==> src/rtl/opr_sequencer.sv <==
// PDP-8 operate-instruction sequencer: applies group 1 / group 2 micro-ops to a
// captured AC/L one architectural event per clock, with a START/DONE handshake.
module opr_sequencer #(
  parameter int WORD_W     = 12,
  parameter bit ENABLE_BSW = 1'b1
) (
  input  logic              CLK,
  input  logic              RESET_N,
  input  logic              START,
  input  logic [11:0]       IR,
  input  logic [WORD_W-1:0] AC_IN,
  input  logic              L_IN,
  input  logic [WORD_W-1:0] SR,
  output logic              BUSY,
  output logic              DONE,
  output logic [WORD_W-1:0] AC_OUT,
  output logic              L_OUT,
  output logic              SKIP,
  output logic              HALT,
  output logic              ILLEGAL
);

  localparam int HALF = WORD_W / 2;

  typedef enum logic [2:0] {IDLE, EV1, EV2, EV3, EV4, EV4B, FIN} state_t;

  state_t            state_q, state_d;
  logic [8:0]        ir_q, ir_d;
  logic [WORD_W-1:0] ac_q, ac_d;
  logic [WORD_W-1:0] sr_q, sr_d;
  logic              l_q, l_d;
  logic              skip_q, skip_d;
  logic              halt_q, halt_d;
  logic              illegal_q, illegal_d;

  logic [WORD_W:0]   inc_sum;
  logic [WORD_W-1:0] rot_ac;
  logic              rot_l;
  logic              skip_hit;
  logic              one_rotate;
  logic              unused_ir;

  // Opcode bits are decoded upstream; only the microinstruction field matters here.
  assign unused_ir = ^IR[11:9];

  always_comb begin
    inc_sum    = {l_q, ac_q} + {{WORD_W{1'b0}}, 1'b1};
    one_rotate = ir_q[3] ^ ir_q[2];
    rot_ac     = ac_q;
    rot_l      = l_q;
    if (ir_q[3] && !ir_q[2]) begin
      rot_ac = {l_q, ac_q[WORD_W-1:1]};
      rot_l  = ac_q[0];
    end else if (ir_q[2] && !ir_q[3]) begin
      rot_ac = {ac_q[WORD_W-2:0], l_q};
      rot_l  = ac_q[WORD_W-1];
    end
    skip_hit = (ir_q[6] & ac_q[WORD_W-1]) | (ir_q[5] & (ac_q == '0)) | (ir_q[4] & l_q);
  end

  always_comb begin
    state_d   = state_q;
    ir_d      = ir_q;
    ac_d      = ac_q;
    sr_d      = sr_q;
    l_d       = l_q;
    skip_d    = skip_q;
    halt_d    = halt_q;
    illegal_d = illegal_q;
    case (state_q)
      IDLE: begin
        if (START) begin
          ir_d      = IR[8:0];
          ac_d      = AC_IN;
          l_d       = L_IN;
          sr_d      = SR;
          skip_d    = 1'b0;
          halt_d    = 1'b0;
          illegal_d = IR[8] & IR[0];
          state_d   = (IR[8] & IR[0]) ? FIN : EV1;
        end
      end
      EV1: begin
        if (!ir_q[8]) begin
          if (ir_q[7]) ac_d = '0;
          if (ir_q[6]) l_d = 1'b0;
        end else begin
          // Skip is evaluated on the pre-CLA accumulator; IR[3] inverts the sense.
          skip_d = skip_hit ^ ir_q[3];
          if (ir_q[7]) ac_d = '0;
        end
        state_d = EV2;
      end
      EV2: begin
        if (!ir_q[8]) begin
          if (ir_q[5]) ac_d = ~ac_q;
          if (ir_q[4]) l_d = ~l_q;
        end else if (ir_q[2]) begin
          ac_d = ac_q | sr_q;
        end
        state_d = EV3;
      end
      EV3: begin
        if (!ir_q[8]) begin
          if (ir_q[0]) {l_d, ac_d} = inc_sum;
          state_d = EV4;
        end else begin
          if (ir_q[1]) halt_d = 1'b1;
          state_d = FIN;
        end
      end
      EV4: begin
        if (one_rotate) begin
          ac_d = rot_ac;
          l_d  = rot_l;
        end else if (ENABLE_BSW && ir_q[1] && !ir_q[3] && !ir_q[2]) begin
          ac_d = {ac_q[HALF-1:0], ac_q[WORD_W-1:HALF]};
        end
        state_d = (one_rotate && ir_q[1]) ? EV4B : FIN;
      end
      EV4B: begin
        ac_d    = rot_ac;
        l_d     = rot_l;
        state_d = FIN;
      end
      FIN:     state_d = IDLE;
      default: state_d = IDLE;
    endcase
  end

  always_ff @(posedge CLK or negedge RESET_N) begin
    if (!RESET_N) begin
      state_q   <= IDLE;
      ir_q      <= '0;
      ac_q      <= '0;
      sr_q      <= '0;
      l_q       <= 1'b0;
      skip_q    <= 1'b0;
      halt_q    <= 1'b0;
      illegal_q <= 1'b0;
    end else begin
      state_q   <= state_d;
      ir_q      <= ir_d;
      ac_q      <= ac_d;
      sr_q      <= sr_d;
      l_q       <= l_d;
      skip_q    <= skip_d;
      halt_q    <= halt_d;
      illegal_q <= illegal_d;
    end
  end

  assign BUSY    = (state_q != IDLE);
  assign DONE    = (state_q == FIN);
  assign AC_OUT  = ac_q;
  assign L_OUT   = l_q;
  assign SKIP    = skip_q;
  assign HALT    = halt_q;
  assign ILLEGAL = illegal_q;

endmodule
==> config.mk <==
export PLATFORM = sky130hd
export DESIGN_NAME = opr_sequencer
export DESIGN_NICKNAME = d
export VERILOG_FILES = /design/src/rtl/opr_sequencer.sv
export SDC_FILE = /design/constraint.sdc
export NUM_CORES = 1
export LEC_CHECK = 0
export ABC_CLOCK_PERIOD_IN_PS = 6450
export BUFFER_PORTS_ARGS = -buffer_cell sky130_fd_sc_hd__buf_4
export CORE_MARGIN = 1
export CORE_UTILIZATION = 30
export DETAILED_ROUTE_END_ITERATION = 16
export GPL_TIMING_DRIVEN = 0
export PLACE_DENSITY_LB_ADDON = 0.1
export RECOVER_POWER = 50
export SYNTH_ARGS = -nofsm -noshare
export SYNTH_HDL_FRONTEND = slang
export SYNTH_SLANG_ARGS = --single-unit
==> constraint.sdc <==
create_clock -name CLK -period 6.45 [get_ports CLK]
set_clock_uncertainty 0.05 [all_clocks]
set_input_delay 0.3225 -clock CLK [delete_from_list [all_inputs] [get_ports CLK]]
set_output_delay 0.3225 -clock CLK [all_outputs]
set_load 0.02 [all_outputs]
==> results of run 1 <==
-- per-layer routing --
layer,GRT usage,wire length (microns),up-vias
li1,-,-,1440
met1,0.322,5010,1491
met2,0.314,4490,170
met3,0.0376,833,29
met4,0.0857,314,0
met5,0,0,-
-- worst max-delay path by stage --
stage / end / start
floorplan: AC_OUT[0] / ir_q[3]
global placement: AC_OUT[10] / ir_q[3]
detailed placement: AC_OUT[10] / ir_q[3]
CTS: AC_OUT[10] / ir_q[3]
global route: sr_q[11] / RESET_N
finish: AC_OUT[7] / RESET_N
-- final cells by class --
cell class              count  area (sq um)  share of cell area
well taps                 133           166              0.0452
repair buffers             55           378               0.103
inverters                  14          52.6              0.0143
flip-flops and latches     40          1000               0.272
multi-input cells         267          1800               0.487
clock inverters             2          60.1              0.0163
clock buffers               5          68.8              0.0187
plain buffers              35           161              0.0438
-- state kept, by name, indices dropped and copies added, names as in the netlist --
name / count
sr_q: 12
state_q: 3
AC_OUT: 12
ir_q: 9
SKIP: 1
HALT: 1
L_OUT: 1
ILLEGAL: 1
-- cell usage in the layout (no fill, tap or decap), types with 11 or more instances in the layout --
cell and count:
nand2_1 33, mux2_2 24, a21oi_1 11, nand3_1 12, o21ai_0 43, inv_1 13
buf_2 12, dfrtp_1 40, clkbuf_1 30, nor2_1 15, buf_4 46
-- stage by stage --
stage / setup WS (ns) / std cells
5_1_grt: 3.26 / 551
3_5_place_dp: 4.00 / 543
4_1_cts: 3.99 / 551
2_1_floorplan: 4.42 / 356
6_report: 3.84 / 551
3_3_place_gp: 3.95 / 543
-- kinds of logic (layout without fill, tap and decap cells) --
group / after synthesis / in the layout
multiplexers: 34 / 34
buffers and inverters: 49 / 111
XOR/XNOR: 2 / 2
AND/OR/NAND/NOR: 117 / 117
adder cells (fa/ha/maj): 4 / 4
flip-flops: 40 / 40
AO/OA/AOI/OAI: 110 / 110
-- worst reg2reg max path, stage by stage, from the launching register on --
cell	delay, ns
dfrtp_1	0.42
inv_1	0.10
ha_1	0.16
clkbuf_1	0.39
buf_2	0.36
mux2_2	0.37
o2111ai_1	0.16
o21ai_0	0.13
nor3_1	0.16
o21ai_1	0.09
-- power groups by stage --
stage / logic (mW) / registers, mW / clock network, mW
3_3_place_gp: 1.41 / 0.501 / 0
2_1_floorplan: 0.923 / 0.520 / 0
5_1_grt: 1.53 / 0.522 / 0.265
6_report: 1.41 / 0.499 / 0.251
4_1_cts: 1.41 / 0.501 / 0.256
3_5_place_dp: 1.40 / 0.506 / 0
==> metrics.md, run 1 <==
| Metric | Value |
|---|---|
| Async SR Flop Fraction | 1.00 |
| DRT Pass-1 Iters | 6 |
| Fin crit share | 0.405 |
| CORE AREA | 9730 sq um |
| CP Cell Sequence | dlygate4sd3_1 -> clkbuf_1 |
| First-pass GRT wire length | 17.0 mm |
| TritonCTS clock tree | built |
| Fin. Hold Viols | 0 |
| Endpoint type of the worst setup path | async pin |
| Slew headroom | -0.538 |
| Initial DRC count | between 200 and 300 |
| ANT cells | 0 |
| Post-CTS setup repair buffer count | 0 |
| WP buf/inv | 2 |
| I/O pins | 58 |
| Worst hold path startpoint | IR[1] |
| Max Cap Violations | 1 |
| CP startpoint kind | input port |
| Root buf cell | clkbuf_8 |
| Final core utilization | 0.379 |
| Ranking of synthesized cells by area | dfrtp_1 33%, mux2_2 9.0%, o21ai_0 7.1%, nand2_1 4.1%, mux2i_1 3.0% |
| Period minus WS final | 2.61 ns |
| HP Class | in2reg |
| Final nets | 462 |
| Syn. warnings | 0 |
| Post-route DRC | 0 |
| Outcome | complete, but fails checks |
| Port bufs | 54 |
| Post-synth top cells | 43 x o21ai_0, 40 x dfrtp_1, 33 x nand2_1, 24 x mux2_2, 20 x clkbuf_1 |
| Post-synthesis mux area share | 0.125 |
| # hold bufs at CTS | 1 |
| GR Overflow Total | 0 |
| Comb power frac | 0.652 |
| Routability Congestion | 0.918 |
| Routed wire length per instance | 19.3 microns |
| Sw power | 1.08 mW |
| Post-DP HPWL | 7.80 mm |
| Crit-path slowest cell | clkbuf_1 |
| Syn_nets | 400 |
| Maximum vdd drop | 0.000156 V |
| Critical path depth | 2 |
| Setup CP Type | in2async |
| Syn Inst Count | 356 |
| Overall power | 2.16 mW |
| Largest stage delay, worst path | 1.64 ns |
| Syn Std Cell Area | 3010 sq um |
| Post-route cell area | approximately 3700 sq um |
| Reg clk slew, reported paths | 0.08 ns |
| RSZ-0062 raised after global routing | false |
| Internal | 1.08 mW |
| Largest family of logic cells by synthesized area | compound AO/OA/AOI/OAI gates |
| # resized after CTS | 0 |
| Routed Wire Length | about 11 mm |
| Compound-Gate Fraction of Synth Area | 0.238 |
| DIE WIDTH | 102 microns |
| Reg2Reg Capture Point | AC_OUT[10] |
| R2R depth | 9 |
| Fillcell total | about 1100 |
| Power per cell area | roughly 600 nW/um^2 |
| Final setup viols | 0 |
| Vias in the first global route | 2936 |
| Switching share of power | 0.501 |
| Hold Crit Depth | 3 |
| Row count | 36 |
| Die Ht | between 100 and 150 microns |
| Main synth FF type | dfrtp_1 |
| Cts bufs inserted | 5 |
| CP Data Required Time | 6.34 ns |
| Layout Area Growth over Synthesis | 22.4% |
| Synth Area in XOR/XNOR | 0.00582 |
| GRT Util Overall | 0.218 |
| Hold WS | 0.171 ns |
| Flop and latch count out of synthesis | 40 |
| Avg Cell Area, Syn | 8.46 sq um |
| Synth Area in Adders | 0.0166 |
| Failing checks | max-capacitance violations, max-slew violations |
| Maximum fanout along the worst path | 40 |
| Synth cell types | 58 |
| Post-synth EDFFs | 0 |
| Fmax | between 0.3 and 0.4 GHz |
| R2R Path Start | ir_q[3] |
| Vias post-DR | 3130 |
| Hold EP | ir_q[1] |
| Worst-Skew Late Latency | 0.30 ns |
| CP arrival | 2.51 ns |
| Post-DP Area | 3580 sq um |
| CP delay by family, top | buffers and inverters |
| Post-synthesis simple-gate area fraction | 0.211 |
| Seq/Total Area, Yosys | 0.333 |
| Clock share of power | 0.116 |
| Largest net degree at the start of global routing | 41 |
| Post-synth top area share | 0.333 |
| Setup TNS | 0 ns |
| Worst slew pin tran | approximately 2.3 ns |
| Max H-tree Level | 2 |
| Most instantiated library cell after synthesis | o21ai_0 |
| Clk buf depth | 2 |
| Initial core utilization | 0.309 |
| Static Leak | 1.53 nW |
| Final slew viol count | 41 |
| Clock sinks | 40 |
| Die Area | 10400 sq um |
| Reg power frac | 0.231 |
| Synth area leader | dfrtp_1 |
| Routed Antenna Nets | 0 |
| Initial antenna violation count | 0 |
| Reg2reg setup slack | 3.96 ns |
| Via density | around 5.7 |
| Share of cells above drive strength 1 | 0.230 |
(Power assumes the default switching activity.)
==> run 2: changes to the inputs <==
- ABC_AREA: not set -> 1
- ABC_CLOCK_PERIOD_IN_PS: 6450 -> 2600
- clock period: 6.45 -> 2.6 ns (I/O delays scaled with it)
==> metrics.md, run 2 <==
| Metric | Value |
|---|---|
| Outcome | complete, no violations |
| Vias post-DR | 3601 (+15%) |
| TritonCTS clock tree | built |
| Fin crit share | 0.840 |
| Most frequent cells in the layout | 192 x nand2_1, 59 x nor2_1, 49 x buf_4, 40 x dfrtp_1, 39 x o21ai_0 |
| CORE AREA | 10300 sq um (+5.6%) |
| Reg clk slew, reported paths | 0.10 ns (+0.02 ns) |
| Post-DP HPWL | 8.50 mm (+9.0%) |
| Flop and latch count out of synthesis | 40 (unchanged) |
| Syn Inst Count | 510 (+43%) |
| Max Cap Violations | 0 (-1) |
| Initial core utilization | 0.309 (-0.000672) |
| Syn_nets | 554 (+39%) |
| Worst hold path startpoint | AC_IN[2] |
| Ranking of synthesized cells by area | dfrtp_1 32%, nand2_1 23%, nor2_1 7.0%, o21ai_0 6.2%, nand3_1 6.0% |
| Worst slew pin tran | 1.06 ns (-1.24 ns) |
| Routed Wire Length | 11.5 mm (+8.2%) |
| Clk buf depth | 2 (unchanged) |
| Final core utilization | 0.391 (+0.0128) |
| Avg Cell Area, Syn | 6.22 sq um (-26%) |
| Layout Area Growth over Synthesis | 26.8% |
| Most instantiated library cell after synthesis | nand2_1 |
| Final slew viol count | 0 (-100%) |
| R2R Path Start | ir_q[2] |
| Fmax | 0.458 GHz |
| Largest net degree at the start of global routing | 41 (unchanged) |
| Maximum fanout along the worst path | 10 (-75%) |
| Post-synth top cells | 192 x nand2_1, 59 x nor2_1, 40 x dfrtp_1, 39 x o21ai_0 |
| Main synth FF type | dfrtp_1 |
| Static Leak | 2.00 nW (+30%) |
| RSZ-0062 raised after global routing | false |
| HP Class | in2reg |
| Syn Std Cell Area | 3170 sq um (+5.4%) |
| Row count | 37 (+2.8%) |
| Post-synth EDFFs | 0 (unchanged) |
| Die Ht | 105 microns (+2.6%) |
| Period minus WS final | 2.18 ns |
| Synth area leader | dfrtp_1 |
| ANT cells | 0 (unchanged) |
| Share of cells above drive strength 1 | 0.160 (-0.0697) |
| First-pass GRT wire length | 18.9 mm (+11%) |
| Routed Antenna Nets | 0 (unchanged) |
| Worst-Skew Late Latency | 0.31 ns (about the same) |
| Final setup viols | 0 (unchanged) |
| CP startpoint kind | register |
| Slew headroom | 0.292 (+0.830) |
| Setup TNS | 0 ns (unchanged) |
| Routability Congestion | 0.910 (-0.88%) |
| Final nets | 637 (+38%) |
| Syn. warnings | 0 (unchanged) |
| Initial antenna violation count | 0 (unchanged) |
| DRT Pass-1 Iters | 4 (-2) |
| Setup CP Type | reg2reg |
| Port bufs | 54 (unchanged) |
| Routed wire length per instance | 15.8 microns (-18%) |
| Commonest non-fill, non-tap cell in the layout | nand2_1 |
| Die Area | 11000 sq um (+5.3%) |
| Hold WS | 0.0845 ns (-0.0869 ns) |
| Post-synth top area share | 0.315 (-0.0170) |
| I/O pins | 58 (unchanged) |
| Maximum vdd drop | 0.000448 V (+190%) |
| Async SR Flop Fraction | 1.00 (unchanged) |
| GR Overflow Total | 0 (unchanged) |
| Fin. Hold Viols | 0 (unchanged) |
| CP Data Required Time | 2.79 ns (-3.55 ns) |
| Clock sinks | 40 (unchanged) |
| CP arrival | 2.37 ns (-0.14 ns) |
| GRT Util Overall | 0.220 (+0.00148) |
| Root buf cell | clkbuf_8 |
| Synth cell types | 35 (-40%) |
| Power per cell area | 1370 nW/um^2 (+130%) |
| Endpoint type of the worst setup path | register |
| Worst setup path startpoint | ir_q[2] |
| Max H-tree Level | 2 (unchanged) |
| Vias in the first global route | 3529 (+20%) |
| Cts bufs inserted | 5 (unchanged) |
| Post-route DRC | 0 (unchanged) |
| Initial DRC count | 220 (-25%) |
| DIE WIDTH | 105 microns (+2.6%) |
| Via density | 4.93 (-13%) |
| Seq/Total Area, Yosys | 0.315 (-0.0170) |
-- run 2: changes by cell type after synthesis, sizes merged, moves of 11 or more --
cell    previous run  this run
nand2             33       195
nor2              15        70
nand3             12        42
inv               14        43
mux2              25         0
o211ai             2        14
clkbuf            20         9
-- run 2: final timing paths --
check	to	cells past startpoint	slack [ns]
min in group asynchronous	L_OUT	2	0.49
worst max-delay path	AC_OUT[6]	10	0.42
worst max register to register	AC_OUT[6]	10	0.42
max in group asynchronous	sr_q[3]	2	1.35
worst min-delay path	AC_OUT[2]	5	0.08
worst min register to register	sr_q[1]	2	0.43
-- run 2: final cells by class --
cell class / instances / area, sq um
Sequential cell: 40 / 1000
Clock buffer: 5 / 68.8
Inverter: 44 / 173
Timing Repair Buffer: 76 / 589
Fill cell: 1184 / 6250
Buffer: 28 / 161
Multi-Input combinational cell: 398 / 1840
Clock inverter: 3 / 21.3
Tap cell: 136 / 170
-- run 2: worst max-delay path, stage by stage, from the launching register on --
cell	delay (ns)
dfrtp_1	0.38
inv_1	0.08
ha_1	0.40
inv_1	0.14
clkbuf_1	0.45
nor2_1	0.07
o21ai_0	0.24
nand2_1	0.10
nand2_1	0.07
nor2_1	0.04
nor2_1	0.09
-- run 2: power breakdown --
part / switching (mW) / internal (mW) / leakage [nW]
Clock: 0.275 / 0.192 / 0.0445
Sequential: 0.270 / 0.933 / 0.494
Combinational: 2.58 / 1.28 / 1.46
Total: 3.13 / 2.40 / 2.00
-- run 2: repair_timing --
item,4_1_cts,5_1_grt
hold buffers,22,0
resized for setup,0,0
endpoints found under the setup margin,0,0
hold endpoints to repair,61,0
setup buffers,0,0
-- run 2: layer usage --
layer / wire, microns / up-vias / GRT usage
li1: - / 1798 / -
met1: 5670 / 1681 / 0.304
met2: 5180 / 112 / 0.359
met3: 532 / 10 / 0.0343
met4: 138 / 0 / 0.0503
met5: 0 / - / 0
-- run 2: kinds of logic after synthesis --
kind of cell | Yosys count | synth area share
and+or+nand+nor | 325 | 0.437
buffers and inverters | 72 | 0.105
AOI/OAI and AO/OA | 68 | 0.124
DFF | 40 | 0.315
adders and majority gates | 4 | 0.0158
xor gates and xnor gates | 1 | 0.00276
-- run 2: stage by stage --
stage | area [sq um] | instances | setup slack, ns | power (mW)
floorplan | 3170 | 510 | 0.908 | 3.85
global placement | 3750 | 700 | 0.514 | 5.02
detailed placement | 3750 | 700 | 0.390 | 5.06
CTS | 4060 | 730 | 0.361 | 5.58
global route | 4020 | 730 | 0.247 | 6.07
finish | 4020 | 730 | 0.417 | 5.53
==> run 3: changes to the inputs <==
- ABC_CLOCK_PERIOD_IN_PS: 2600 -> 1750
- clock period: 2.6 -> 1.75 ns (I/O delays scaled with it)
==> metrics.md, run 3 (synthesis results as in run 2) <==
| Metric | Value |
|---|---|
| Setup CP Type | reg2reg |
| Commonest non-fill, non-tap cell in the layout | nand2_1 |
| GRT Util Overall | 0.222 (+0.00266) |
| Power per cell area | 2120 nW/um^2 (+55%) |
| Final setup margin | -0.0235 ns (-0.441 ns) |
| Largest net degree at the start of global routing | 41 (unchanged) |
| Share of cells above drive strength 1 | 0.240 (+0.0797) |
| Root buf cell | clkbuf_8 |
| Fin crit share | 1.01 (+0.174) |
| Grt peak-use layer | met2 |
| Vias post-DR | 3677 (+2.1%) |
| Final Non-Filler Cells | 741 (+1.5%) |
| Initial antenna violation count | 0 (unchanged) |
| DIE WIDTH | 105 microns (unchanged) |
| Final core utilization | 0.422 (+0.0303) |
| Initial DRC count | 225 (+2.3%) |
| Worst-Skew Late Latency | 0.31 ns (about the same) |
| Sw power | 4.99 mW (+60%) |
| Final slew viol count | 0 (unchanged) |
| Final nets | 648 (+1.7%) |
| Outcome | complete, but fails checks |
| Die Area | 11000 sq um (unchanged) |
| Die Ht | 105 microns (unchanged) |
| Row count | 37 (unchanged) |
| GRT met1 Usage | 0.304 (+0.000387) |
| Port bufs | 54 (unchanged) |
| Routed wire length per instance | 15.8 microns (+0.28%) |
| Layout Area Growth over Synthesis | 36.6% |
| CORE AREA | 10300 sq um (unchanged) |
| Clock share of power | 0.075 (-0.009) |
| Comb power frac | 0.727 (+0.029) |
| GR Util met2 | 0.368 (+0.00899) |
| Max Cap Violations | 0 (unchanged) |
| Dpl cells | 700 (unchanged) |
| CP Data Required Time | 1.90 ns (-0.89 ns) |
| Switching share of power | 0.542 (-0.0237) |
| Clk buf depth | 2 (unchanged) |
| Routed Wire Length | 11.7 mm (+1.8%) |
| Final setup viols | 7 (+7) |
| Worst setup path startpoint | ir_q[2] |
| Max H-tree Level | 2 (unchanged) |
| Maximum fanout along the worst path | 8 (-2) |
| Cts bufs inserted | 5 (unchanged) |
| M3 GR Usage | 0.0343 (unchanged) |
| ANT cells | 0 (unchanged) |
| Routed Antenna Nets | 0 (unchanged) |
| Static Leak | 2.14 nW (+6.9%) |
| Fmax | 0.564 GHz (+23%) |
| Initial core utilization | 0.309 (unchanged) |
| Post-DP HPWL | 8.50 mm (unchanged) |
| Clock sinks | 40 (unchanged) |
| R2R Path Start | ir_q[2] |
| Period minus WS final | 1.77 ns (-0.409 ns) |
| Internal | 4.21 mW (+76%) |
| DRT Pass-1 Iters | 5 (+1) |
| Failing checks | negative setup slack |
| I/O pins | 58 (unchanged) |
| Worst slew pin tran | 1.07 ns (+0.00705 ns) |
| Reg power frac | 0.198 (-0.020) |
| Fin. Hold Viols | 0 (unchanged) |
| Post-route DRC | 0 (unchanged) |
| HP Class | in2reg |
| First-pass GRT wire length | 19.1 mm (+1.1%) |
| Endpoint type of the worst setup path | register |
| Most frequent cells in the layout | 183 x nand2_1, 67 x buf_4, 56 x nor2_1, 37 x nand3_1, 36 x dfrtp_1 |
| TritonCTS clock tree | built |
| Vias in the first global route | 3565 (+1.0%) |
| GR Overflow Total | 0 (unchanged) |
| Via density | 4.96 (+0.59%) |
| Routability Congestion | 0.910 (unchanged) |
| Reg clk slew, reported paths | 0.10 ns (about the same) |
| CP startpoint kind | register |
| Slew headroom | 0.287 (-0.00470) |
| Maximum vdd drop | 0.000555 V (+24%) |
| Overall power | 9.20 mW (+67%) |
| Worst hold path startpoint | AC_IN[2] |
| CP arrival | 1.93 ns (-0.44 ns) |
| RSZ-0062 raised after global routing | true |
run 3: metal layers:
metal | vias to the layer above | part of all wire
met4 | 0 | 0.010
met1 | 1738 | 0.48
met5 | - | 0
met3 | 9 | 0.048
met2 | 103 | 0.46
li1 | 1827 | -
run 3: path summary, 6_finish.rpt:
check,end,slack (ns),cells after the start
setup / recovery,AC_OUT[2],-0.02,10
min in group asynchronous,L_OUT,0.45,2
setup reg to reg,AC_OUT[2],-0.02,10
hold / removal,AC_OUT[2],0.05,5
hold reg to reg,sr_q[3],0.43,2
max in group asynchronous,AC_OUT[1],0.46,2
run 3: final cells by class:
class	instances	area (sq um)
fill	1146	5940
multi-input combinational	398	1960
sequential	40	1010
timing repair buffer	88	723
buffer	27	206
inverter	44	183
tap	136	170
clock buffer	5	68.8
clock inverter	3	21.3
run 3: stage by stage:
| step | TNS (ns) | setup slack [ns] | hold WS [ns] | instance area, sq um |
|---|---|---|---|---|
| 2_1_floorplan | 0 | 0.0578 | -0.258 | 3170 |
| 3_3_place_gp | -3.24 | -0.336 | 0.0641 | 3750 |
| 3_5_place_dp | -3.94 | -0.460 | 0.0723 | 3750 |
| 4_1_cts | 0 | 0.0124 | 0.0361 | 4170 |
| 5_1_grt | -0.912 | -0.103 | 0.0647 | 4330 |
| 6_report | -0.0957 | -0.0235 | 0.0504 | 4330 |
run 3: worst max-delay path, stage by stage, from the launching register on:
cell and delay [ns]:
dfrtp_1 0.43, inv_2 0.08, ha_4 0.32, nand3_4 0.14
nor2_4 0.15, nor2_4 0.06, nand2_4 0.10, inv_8 0.06
clkbuf_16 0.16, nand2_2 0.06, nand2_1 0.04
run 3: what timing repair did:
action | CTS | global route
endpoints found under the setup margin | 14 | 25
pin swaps | 2 | 14
hold endpoints to repair | 61 | 0
setup buffers | 4 | 7
hold buffers | 22 | 0
cloned | 0 | 1
resized for setup | 27 | 37
run 3: power by group through the flow:
stage	Combinational [mW]	Sequential, mW	Clock, mW
floorplan	3.86	1.87	0
global placement	5.67	1.79	0
detailed placement	5.71	1.80	0
CTS	6.11	1.79	0.720
global route	7.45	1.88	0.760
finish	6.69	1.82	0.692
